==> config.mk <==
export PLATFORM = sky130hd
export DESIGN_NAME = seg_scan_display
export DESIGN_NICKNAME = d
export VERILOG_FILES = /design/src/rtl/seg_disp_pkg.sv /design/src/rtl/seg7_hex_decoder.sv /design/src/rtl/seg_scan_display.sv
export SDC_FILE = /design/constraint.sdc
export NUM_CORES = 1
export LEC_CHECK = 0
export BUFFER_PORTS_ARGS = -buffer_cell sky130_fd_sc_hd__buf_2
export CAP_MARGIN = 20
export CORE_MARGIN = 2
export CORE_UTILIZATION = 51
export CTS_BUF_LIST = sky130_fd_sc_hd__clkbuf_4 sky130_fd_sc_hd__clkbuf_8 sky130_fd_sc_hd__clkbuf_16
export DETAILED_ROUTE_END_ITERATION = 8
export GPL_ROUTABILITY_DRIVEN = 0
export GPL_TIMING_DRIVEN = 1
export PLACE_DENSITY = 0.75
export SETUP_SLACK_MARGIN = 0.1
export SYNTH_ARGS = -nofsm -noshare
export SYNTH_HDL_FRONTEND = slang
export SYNTH_HIERARCHICAL = 1
export SYNTH_SLANG_ARGS = --single-unit
==> constraint.sdc <==
create_clock -name clk -period 3.1 [get_ports clk]
set_clock_uncertainty 0.15 [all_clocks]
set_input_delay 0.155 -clock clk [delete_from_list [all_inputs] [get_ports clk]]
set_output_delay 0.155 -clock clk [all_outputs]
set_load 0.01 [all_outputs]
==> src/rtl/seg_disp_pkg.sv <==
// rtl/seg_disp_pkg.sv - shared constants and hex glyph table for the 7-segment scan driver
package seg_disp_pkg;

  localparam logic [7:0] SEG_BLANK = 8'hFF;

  // Active-low {g,f,e,d,c,b,a}; element n is the glyph for hex digit n.
  localparam logic [15:0][6:0] HEX_GLYPH = {
    7'h0E,  // F
    7'h06,  // E
    7'h21,  // d
    7'h46,  // C
    7'h03,  // b
    7'h08,  // A
    7'h10,  // 9
    7'h00,  // 8
    7'h78,  // 7
    7'h02,  // 6
    7'h12,  // 5
    7'h19,  // 4
    7'h30,  // 3
    7'h24,  // 2
    7'h79,  // 1
    7'h40   // 0
  };

endpackage

==> src/rtl/seg7_hex_decoder.sv <==
// rtl/seg7_hex_decoder.sv - combinational nibble to active-low 7-segment glyph
module seg7_hex_decoder
  import seg_disp_pkg::*;
(
  input  logic [3:0] nibble,
  output logic [6:0] seg_n
);

  assign seg_n = HEX_GLYPH[nibble];

endmodule

==> src/rtl/seg_scan_display.sv <==
// rtl/seg_scan_display.sv - time-multiplexed hex display driver with frame-latched data
module seg_scan_display
  import seg_disp_pkg::*;
#(
  parameter int DIGITS       = 4,
  parameter int PRESCALE     = 50000,
  parameter int BLINK_FRAMES = 64
) (
  input  logic                  clk,
  input  logic                  rst_n,
  input  logic [4*DIGITS-1:0]   data,
  input  logic [DIGITS-1:0]     dp_mask,
  input  logic [DIGITS-1:0]     blink_mask,
  input  logic                  blank_lz,
  output logic [7:0]            seg,
  output logic [DIGITS-1:0]     an,
  output logic                  frame_done
);

  localparam int PW = (PRESCALE > 1)     ? $clog2(PRESCALE)     : 1;
  localparam int IW = (DIGITS > 1)       ? $clog2(DIGITS)       : 1;
  localparam int BW = (BLINK_FRAMES > 1) ? $clog2(BLINK_FRAMES) : 1;

  localparam logic [PW-1:0] P_LAST = PW'(PRESCALE - 1);
  localparam logic [IW-1:0] I_LAST = IW'(DIGITS - 1);
  localparam logic [BW-1:0] B_LAST = BW'(BLINK_FRAMES - 1);

  logic [PW-1:0]         pcnt;
  logic [IW-1:0]         idx;
  logic [BW-1:0]         bcnt;
  logic                  blink_ph;
  logic                  tick;
  logic                  wrap;

  logic [4*DIGITS-1:0]   snap_data;
  logic [DIGITS-1:0]     snap_dp;
  logic [DIGITS-1:0]     snap_blink;
  logic                  snap_lz;

  logic [DIGITS-1:0]     lz_blank;
  logic [3:0]            cur_nib;
  logic                  cur_dp;
  logic                  cur_blank;
  logic [6:0]            glyph;

  assign tick = (pcnt == P_LAST);
  assign wrap = tick && (idx == I_LAST);

  always_ff @(posedge clk) begin
    if (!rst_n) begin
      pcnt     <= '0;
      idx      <= '0;
      bcnt     <= '0;
      blink_ph <= 1'b0;
    end else begin
      pcnt <= tick ? '0 : pcnt + 1'b1;
      if (tick) begin
        idx <= (idx == I_LAST) ? '0 : idx + 1'b1;
      end
      if (wrap) begin
        if (bcnt == B_LAST) begin
          bcnt     <= '0;
          blink_ph <= ~blink_ph;
        end else begin
          bcnt <= bcnt + 1'b1;
        end
      end
    end
  end

  // Inputs are only observed at reset and frame wrap so a frame never mixes two values.
  always_ff @(posedge clk) begin
    if (!rst_n || wrap) begin
      snap_data  <= data;
      snap_dp    <= dp_mask;
      snap_blink <= blink_mask;
      snap_lz    <= blank_lz;
    end
  end

  always_ff @(posedge clk) begin
    if (!rst_n) begin
      frame_done <= 1'b0;
    end else begin
      frame_done <= wrap;
    end
  end

  // Walk from the most significant digit down; a lit dp ends the run of blankable zeros.
  always_comb begin
    logic run;
    run      = 1'b1;
    lz_blank = '0;
    for (int i = DIGITS - 1; i >= 0; i--) begin
      run = run && (snap_data[4*i +: 4] == 4'h0) && !snap_dp[i];
      if (i != 0) begin
        lz_blank[i] = snap_lz && run;
      end
    end
  end

  always_comb begin
    cur_nib   = '0;
    cur_dp    = 1'b0;
    cur_blank = 1'b0;
    for (int i = 0; i < DIGITS; i++) begin
      if (idx == IW'(i)) begin
        cur_nib   = snap_data[4*i +: 4];
        cur_dp    = snap_dp[i];
        cur_blank = lz_blank[i] || (snap_blink[i] && blink_ph);
      end
    end
  end

  seg7_hex_decoder u_dec (
    .nibble (cur_nib),
    .seg_n  (glyph)
  );

  always_ff @(posedge clk) begin
    if (!rst_n || cur_blank) begin
      an  <= '1;
      seg <= SEG_BLANK;
    end else begin
      an  <= ~(DIGITS'(1) << idx);
      seg <= {~cur_dp, glyph};
    end
  end

endmodule
Yosys cells after proc, flatten, opt, wreduce, memory -nomap -nowiden
Memories as Yosys holds them, arrays and structs flattened. A register that Yosys moved wholly into a read port is not among the register bits.
Cells that the tools add are included.
{"block": "totals", "register_bits": 63, "latchBits": 0, "ram_bits": 0, "romBits": 112, "input_bits": 27, "out_inout_bits": 13, "elab_cells": 69, "n_memories": 1}
{"block": "classes", "add_sub_neg": 3, "multipliers": 0, "n_div": 0, "n_lt_le_gt_ge": 1, "eq_ne": 5, "n_shift": 1, "muxes": 15, "n_bitwise": 4, "n_reduce_logical": 28}
{"name": "(no name shown)", "depth": 16, "width": 7, "read_ports": 1, "rd_clocked_by_memory_dff": 1, "wr": 0, "line": "seg7_hex_decoder.sv:9", "rtl": "assign seg_n = HEX_GLYPH[nibble];"}
{"operator": "$add A16 B1 Y16 const B", "n": 1}
{"operator": "$eq A16 B16 Y1 const B", "n": 1}
{"operator": "$mux W4", "n": 4}
{"operator": "$logic_and A1 B1 Y1", "n": 13}
{"operator": "$logic_not A4 Y1", "n": 3}
{"operator": "$mux W1", "n": 8}
{"operator": "$mux W7", "n": 1}
{"operator": "$add A6 B1 Y6 const B", "n": 1}
{"operator": "$eq A6 B6 Y1 const B", "n": 1}
{"operator": "$mux W6", "n": 1}
{"operator": "$logic_or A1 B1 Y1", "n": 5}
{"operator": "$lt A4 B5 Y1 const B", "n": 1}
{"operator": "$eq A2 B2 Y1 const B", "n": 2}
{"operator": "$logic_not A1 Y1", "n": 4}
{"operator": "$not A4 Y4", "n": 1}
{"operator": "$shl A1 B2 Y4 const A", "n": 1}
{"operator": "$not A1 Y1", "n": 3}
{"operator": "$add A2 B1 Y2 const B", "n": 1}
{"operator": "$eq A2 B1 Y1 const B", "n": 1}
{"operator": "$logic_not A2 Y1", "n": 1}
{"operator": "$mux W2", "n": 1}
{"operator": "$reduce_and A2 Y1", "n": 1}
{"operator": "$reduce_or A2 Y1", "n": 1}

Logic depth before layout (Yosys ltp)
{"block": "depth", "ltp_word": 12, "ltp_mapped": 12, "mapped_depth_nobuf": 11}

By module
Netlist, hierarchy kept.
{"mod": "seg_scan_display", "instances": 1, "cells_per_inst": 233, "area_per_inst_um2": 2563.7, "seq_area_each_um2": 1511.4}
{"mod": "seg7_hex_decoder", "instances": 1, "cells_per_inst": 32, "area_per_inst_um2": 275.3, "seq_area_each_um2": 0.0}

Least setup slack after synthesis
OpenSTA, ideal clock, no wires.
{"block": "synth_path", "path_type": "flip-flop to flip-flop", "from": "register idx[1]", "to": "register seg[3]", "arrival_ns": 2.914, "t_required_ns": 2.827, "setup_slack_ns": -0.088, "path_stages_with_launch": 12, "synth_period_minus_slack_ns": 3.188, "cell_sequence": "dfxtp_1 > inv_1 > ha_1 > clkbuf_1 > nor2b_1 > a221oi_1 > o31ai_1 > inv_1 > ha_1 > inv_1 > mux4_1 > or2_2"}
{"block": "synth_via", "word_cells_on_any_way": 13, "classes_between": "3 x eq/ne; 8 x mux; 2 x reduce/logical"}
{"element": "from (decl)", "line": "seg_scan_display.sv:29", "rtl": "logic [IW-1:0] idx;"}
{"element": "from (signal assigned)", "line": "seg_scan_display.sv:58", "rtl": "idx <= (idx == I_LAST) ? '0 : idx + 1'b1;"}
{"element": "$logic_not A2 Y1", "line": "seg_scan_display.sv:107", "rtl": "if (idx == IW'(i)) begin"}
{"element": "$mux W4 (3 in series)", "line": "seg_scan_display.sv:107"}
{"element": "$mux W4 *", "line": "seg_scan_display.sv:107"}
{"element": "named net cur_nib[0]", "line": "seg_scan_display.sv:41", "rtl": "logic [3:0] cur_nib;"}
{"element": "to (decl)", "line": "seg_scan_display.sv:15", "rtl": "output logic [7:0] seg,"}
Mark *: on every way through the listed nets, which the timed path passes. The rest lies on a longest branch.
A chain may end at the register's enable or synchronous reset.

Final worst setup path
Same ends and word-level chain as after synthesis.

==> reports/results.tsv <==
metric	value	unit
post-synth cell types	47	
First-pass DRT Iterations	4	
clock-pin transition on the worst setup and hold timing paths	70	ps
total wirelength of the detailed-routed design	5.65	mm
run status	finished, final reports clean	
number of synthesized flops with an enable pin	25	
critical path launch point type	register	
critical path capture point	seg[3]	
synth top area cells	sky130_fd_sc_hd__dfxtp_1, sky130_fd_sc_hd__edfxtp_1, sky130_fd_sc_hd__ha_1, sky130_fd_sc_hd__nor2_1, sky130_fd_sc_hd__xnor2_1	
multiplexer share of the synthesized area	3.83	%
total vias in the final route	2227	
detail-routed via count per cell	5.35	
highest fanout seen on the critical path	10	
min Tclk post-route	2810	ps
critical path endpoint category	register	
multi-input combinational cell area	1240	sq um
TritonCTS buffer count	9	
area overhead of the layout relative to synthesis	27.9	%
Seq/Total Area, Yosys	53.2	%
reg-to-reg setup timing slack	290	ps
overall fraction of global-route tracks in use	20.3	%
total nets after synthesis	305	
area taken by flip-flops and latches	1510	sq um
HPWL reported at the end of detailed placement	3.71	mm
number of cells in the finished layout apart from fillers	416	
reg-to-reg critical path startpoint	idx[1]	
ys flop type	sky130_fd_sc_hd__dfxtp_1	
Hold Path Class	register to register	
combinational family with the most area after synthesis	simple AND/OR/NAND/NOR gates	
Iteration-0 DRC Markers	109	
arrival time at the worst endpoint	2880	ps
overall die area	6180	sq um
DR WL/cell	13.6	microns
proportion of netlist area held by the largest area contributor	26.8	%
max-cap viol count	0	
final-report max-slew violation count	0	
post-synthesis instance area	2840	sq um
fraction of synthesized cell area in xor and xnor cells	4.01	%
antenna violations before repair	0	
P_leak	1.38	nW
path type of the worst setup path	register to register	
Synth area leader	sky130_fd_sc_hd__dfxtp_1	
Die X-Extent	78.6	microns
synthesis warning total	6	
I/O pin count	40	
Req. time, crit path	3170	ps
global-route congestion overflow total	0	
fraction of the mapped netlist area in simple logic gates	19.8	%
# placed instances	373	
Max-Slew Margin vs Limit	66.1	%
Adder-Cell Fraction of Synth Area	5.73	%
global-route wire length before repair	9.68	mm
final hold vios	0	
synthesized netlist cell count	265	
Hold Path Origin	pcnt[0]	
number of synthesized register bits	63	
async set or reset register ratio after synthesis	0	%
fin crit share	90.7	%
CTS tree	built	
initial core utilization	52.2	%
worst setup path startpoint	idx[1]	
number of remaining DRC errors	0	
TritonCTS Sinks	63	
unrepaired setup endpoints after global routing	no	
Filler cells	405	
Port-buffer cells	39	
summed negative setup slack over all endpoints	0	ps
Reg2Reg Depth	10	
Pwr per Cell Area	502	nW/um^2
commonest cells in the synthesized netlist	sky130_fd_sc_hd__dfxtp_1, sky130_fd_sc_hd__edfxtp_1, sky130_fd_sc_hd__nor2_1	
clock insertion delay at the later pin of the skew report	340	ps
number of antenna cells inserted	0	
count of H-tree levels built during CTS	3	
Die Height	78.6	microns
most instantiated library cell after synthesis	sky130_fd_sc_hd__dfxtp_1	
worst slack, placed	232	ps
Peak supply drop	386	uV
setup slack of the critical path after layout	288	ps
Root Buffer	sky130_fd_sc_hd__clkbuf_8	
post-synthesis area per instance	10.7	sq um
Compound-Gate Fraction of Synth Area	9.61	%
Max Root-Sink Buffers	2	
largest net degree at the start of global routing	26	
placeable core region	5440	sq um
via count of the first global-routing pass	2138	
remaining number of nets flagged by the antenna check after routing	0	
transition time at the pin with the least slew margin	509	ps
worst reg2reg path endpoint	seg[3]	
proportion of layout cells with a drive suffix above 1	23.8	%
Final Setup Violations	0	
number of placement rows	27	
final net count	379	
achievable clock frequency	356	MHz
## where the power goes
part           switching (mW)  total, mW  internal (mW)
combinational          0.0571      0.128         0.0714
sequential             0.0158      0.910          0.894
clock                   0.332      0.786          0.453
total                   0.405       1.82           1.42
## metal layers
metal / global-route usage (%) / wire length (microns)
met1: 26.4 / 2540
met2: 30.9 / 2650
met3: 6.67 / 330
met4: 8.95 / 123
met5: 0 / 0
## kinds of logic (layout without fill, tap and decap cells)
| logic type | Yosys count | in the layout |
|---|---|---|
| simple gates | 104 | 104 |
| compound gates | 40 | 40 |
| xor+xnor | 13 | 13 |
| buf+inv | 23 | 102 |
| flops | 63 | 63 |
| fa+ha+maj | 13 | 13 |
| mux | 9 | 9 |
## metrics by stage
step	hold slack, ps	instance area (sq um)	power [mW]	utilization (%)
after floorplan	104	2850	0.985	-
after global placement	181	3130	1.03	57.6
after detailed placement	183	3130	1.03	57.6
after CTS	334	3610	1.84	66.4
after global routing	351	3630	1.90	66.8
final	332	3630	1.82	66.8
## sequential cells by signal, summed over array words and instances (netlist names), 2 cells and up
register / count
snap_dp: 4
pcnt: 16
an: 4
snap_data: 16
idx: 2
bcnt: 6
seg: 8
snap_blink: 4
## critical path, cell delays in order (launching register included)
cell and delay, ps:
sky130_fd_sc_hd__dfxtp_1 340, sky130_fd_sc_hd__inv_1 90, sky130_fd_sc_hd__ha_1 180, sky130_fd_sc_hd__buf_4 180, sky130_fd_sc_hd__a221oi_1 110, sky130_fd_sc_hd__o31ai_2 410
sky130_fd_sc_hd__inv_2 130, sky130_fd_sc_hd__ha_1 290, sky130_fd_sc_hd__inv_1 40, sky130_fd_sc_hd__mux4_1 470, sky130_fd_sc_hd__or2_2 310
## layout make-up
| type | instances | area share (%) |
|---|---|---|
| clock buffers | 9 | 3.41 |
| clock inverters | 7 | 2.65 |
| inverters | 12 | 1.24 |
| multi-input cells | 179 | 34.2 |
| flip-flops and latches | 63 | 41.6 |
| well taps | 72 | 2.48 |
| repair buffers | 74 | 14.4 |
## placed cells by master (no fill, tap or decap), types with 2 or more instances in the layout
master                          Yosys  layout
sky130_fd_sc_hd__nor2_1            25      25
sky130_fd_sc_hd__buf_4              1       9
sky130_fd_sc_hd__a221oi_1           5       4
sky130_fd_sc_hd__dfxtp_1           38      38
sky130_fd_sc_hd__or2_2              8       8
sky130_fd_sc_hd__nand4_1            7       7
sky130_fd_sc_hd__nand3b_1           2       2
sky130_fd_sc_hd__o2111ai_1          2       2
sky130_fd_sc_hd__mux2_2             2       2
sky130_fd_sc_hd__or4_1              3       3
sky130_fd_sc_hd__ha_1              13      12
sky130_fd_sc_hd__nor2b_1            6       5
sky130_fd_sc_hd__bufinv_16          0       2
sky130_fd_sc_hd__and3_1             2       2
sky130_fd_sc_hd__o21ai_0            6       6
sky130_fd_sc_hd__o31ai_1            6       4
sky130_fd_sc_hd__clkbuf_8           0       9
sky130_fd_sc_hd__nand2_1           18      18
sky130_fd_sc_hd__or3_1              6       6
sky130_fd_sc_hd__mux2i_1            6       6
sky130_fd_sc_hd__inv_1             12      11
sky130_fd_sc_hd__nor3_1             3       3
sky130_fd_sc_hd__or4b_1             2       2
sky130_fd_sc_hd__o31ai_2            0       2
sky130_fd_sc_hd__xor2_1             4       4
sky130_fd_sc_hd__clkinvlp_4         0       3
sky130_fd_sc_hd__nor4_1             7       7
sky130_fd_sc_hd__edfxtp_1          25      25
sky130_fd_sc_hd__nand3_1            7       7
sky130_fd_sc_hd__a21oi_1           12      12
sky130_fd_sc_hd__buf_2              2      39
sky130_fd_sc_hd__a22o_1             2       2
sky130_fd_sc_hd__xnor2_1            9       9
sky130_fd_sc_hd__dlygate4sd3_1      0      26
## worst min path at each step
stage / endpoint / cells past startpoint
2_1_floorplan: snap_blink[0] / 0
3_3_place_gp: snap_lz / 1
3_5_place_dp: snap_dp[1] / 1
4_1_cts: pcnt[0] / 1
5_1_grt: pcnt[0] / 1
6_report: pcnt[0] / 1
## repair_timing
action | 4_1_cts | 5_1_grt
endpoints found under the setup margin | 0 | 1
buffers inserted | 0 | 1
hold buffers | 26 | 0
gates resized for setup | 0 | 4
hold endpoints to repair | 26 | 0
Note: power is estimated with default switching activity, not from simulation.
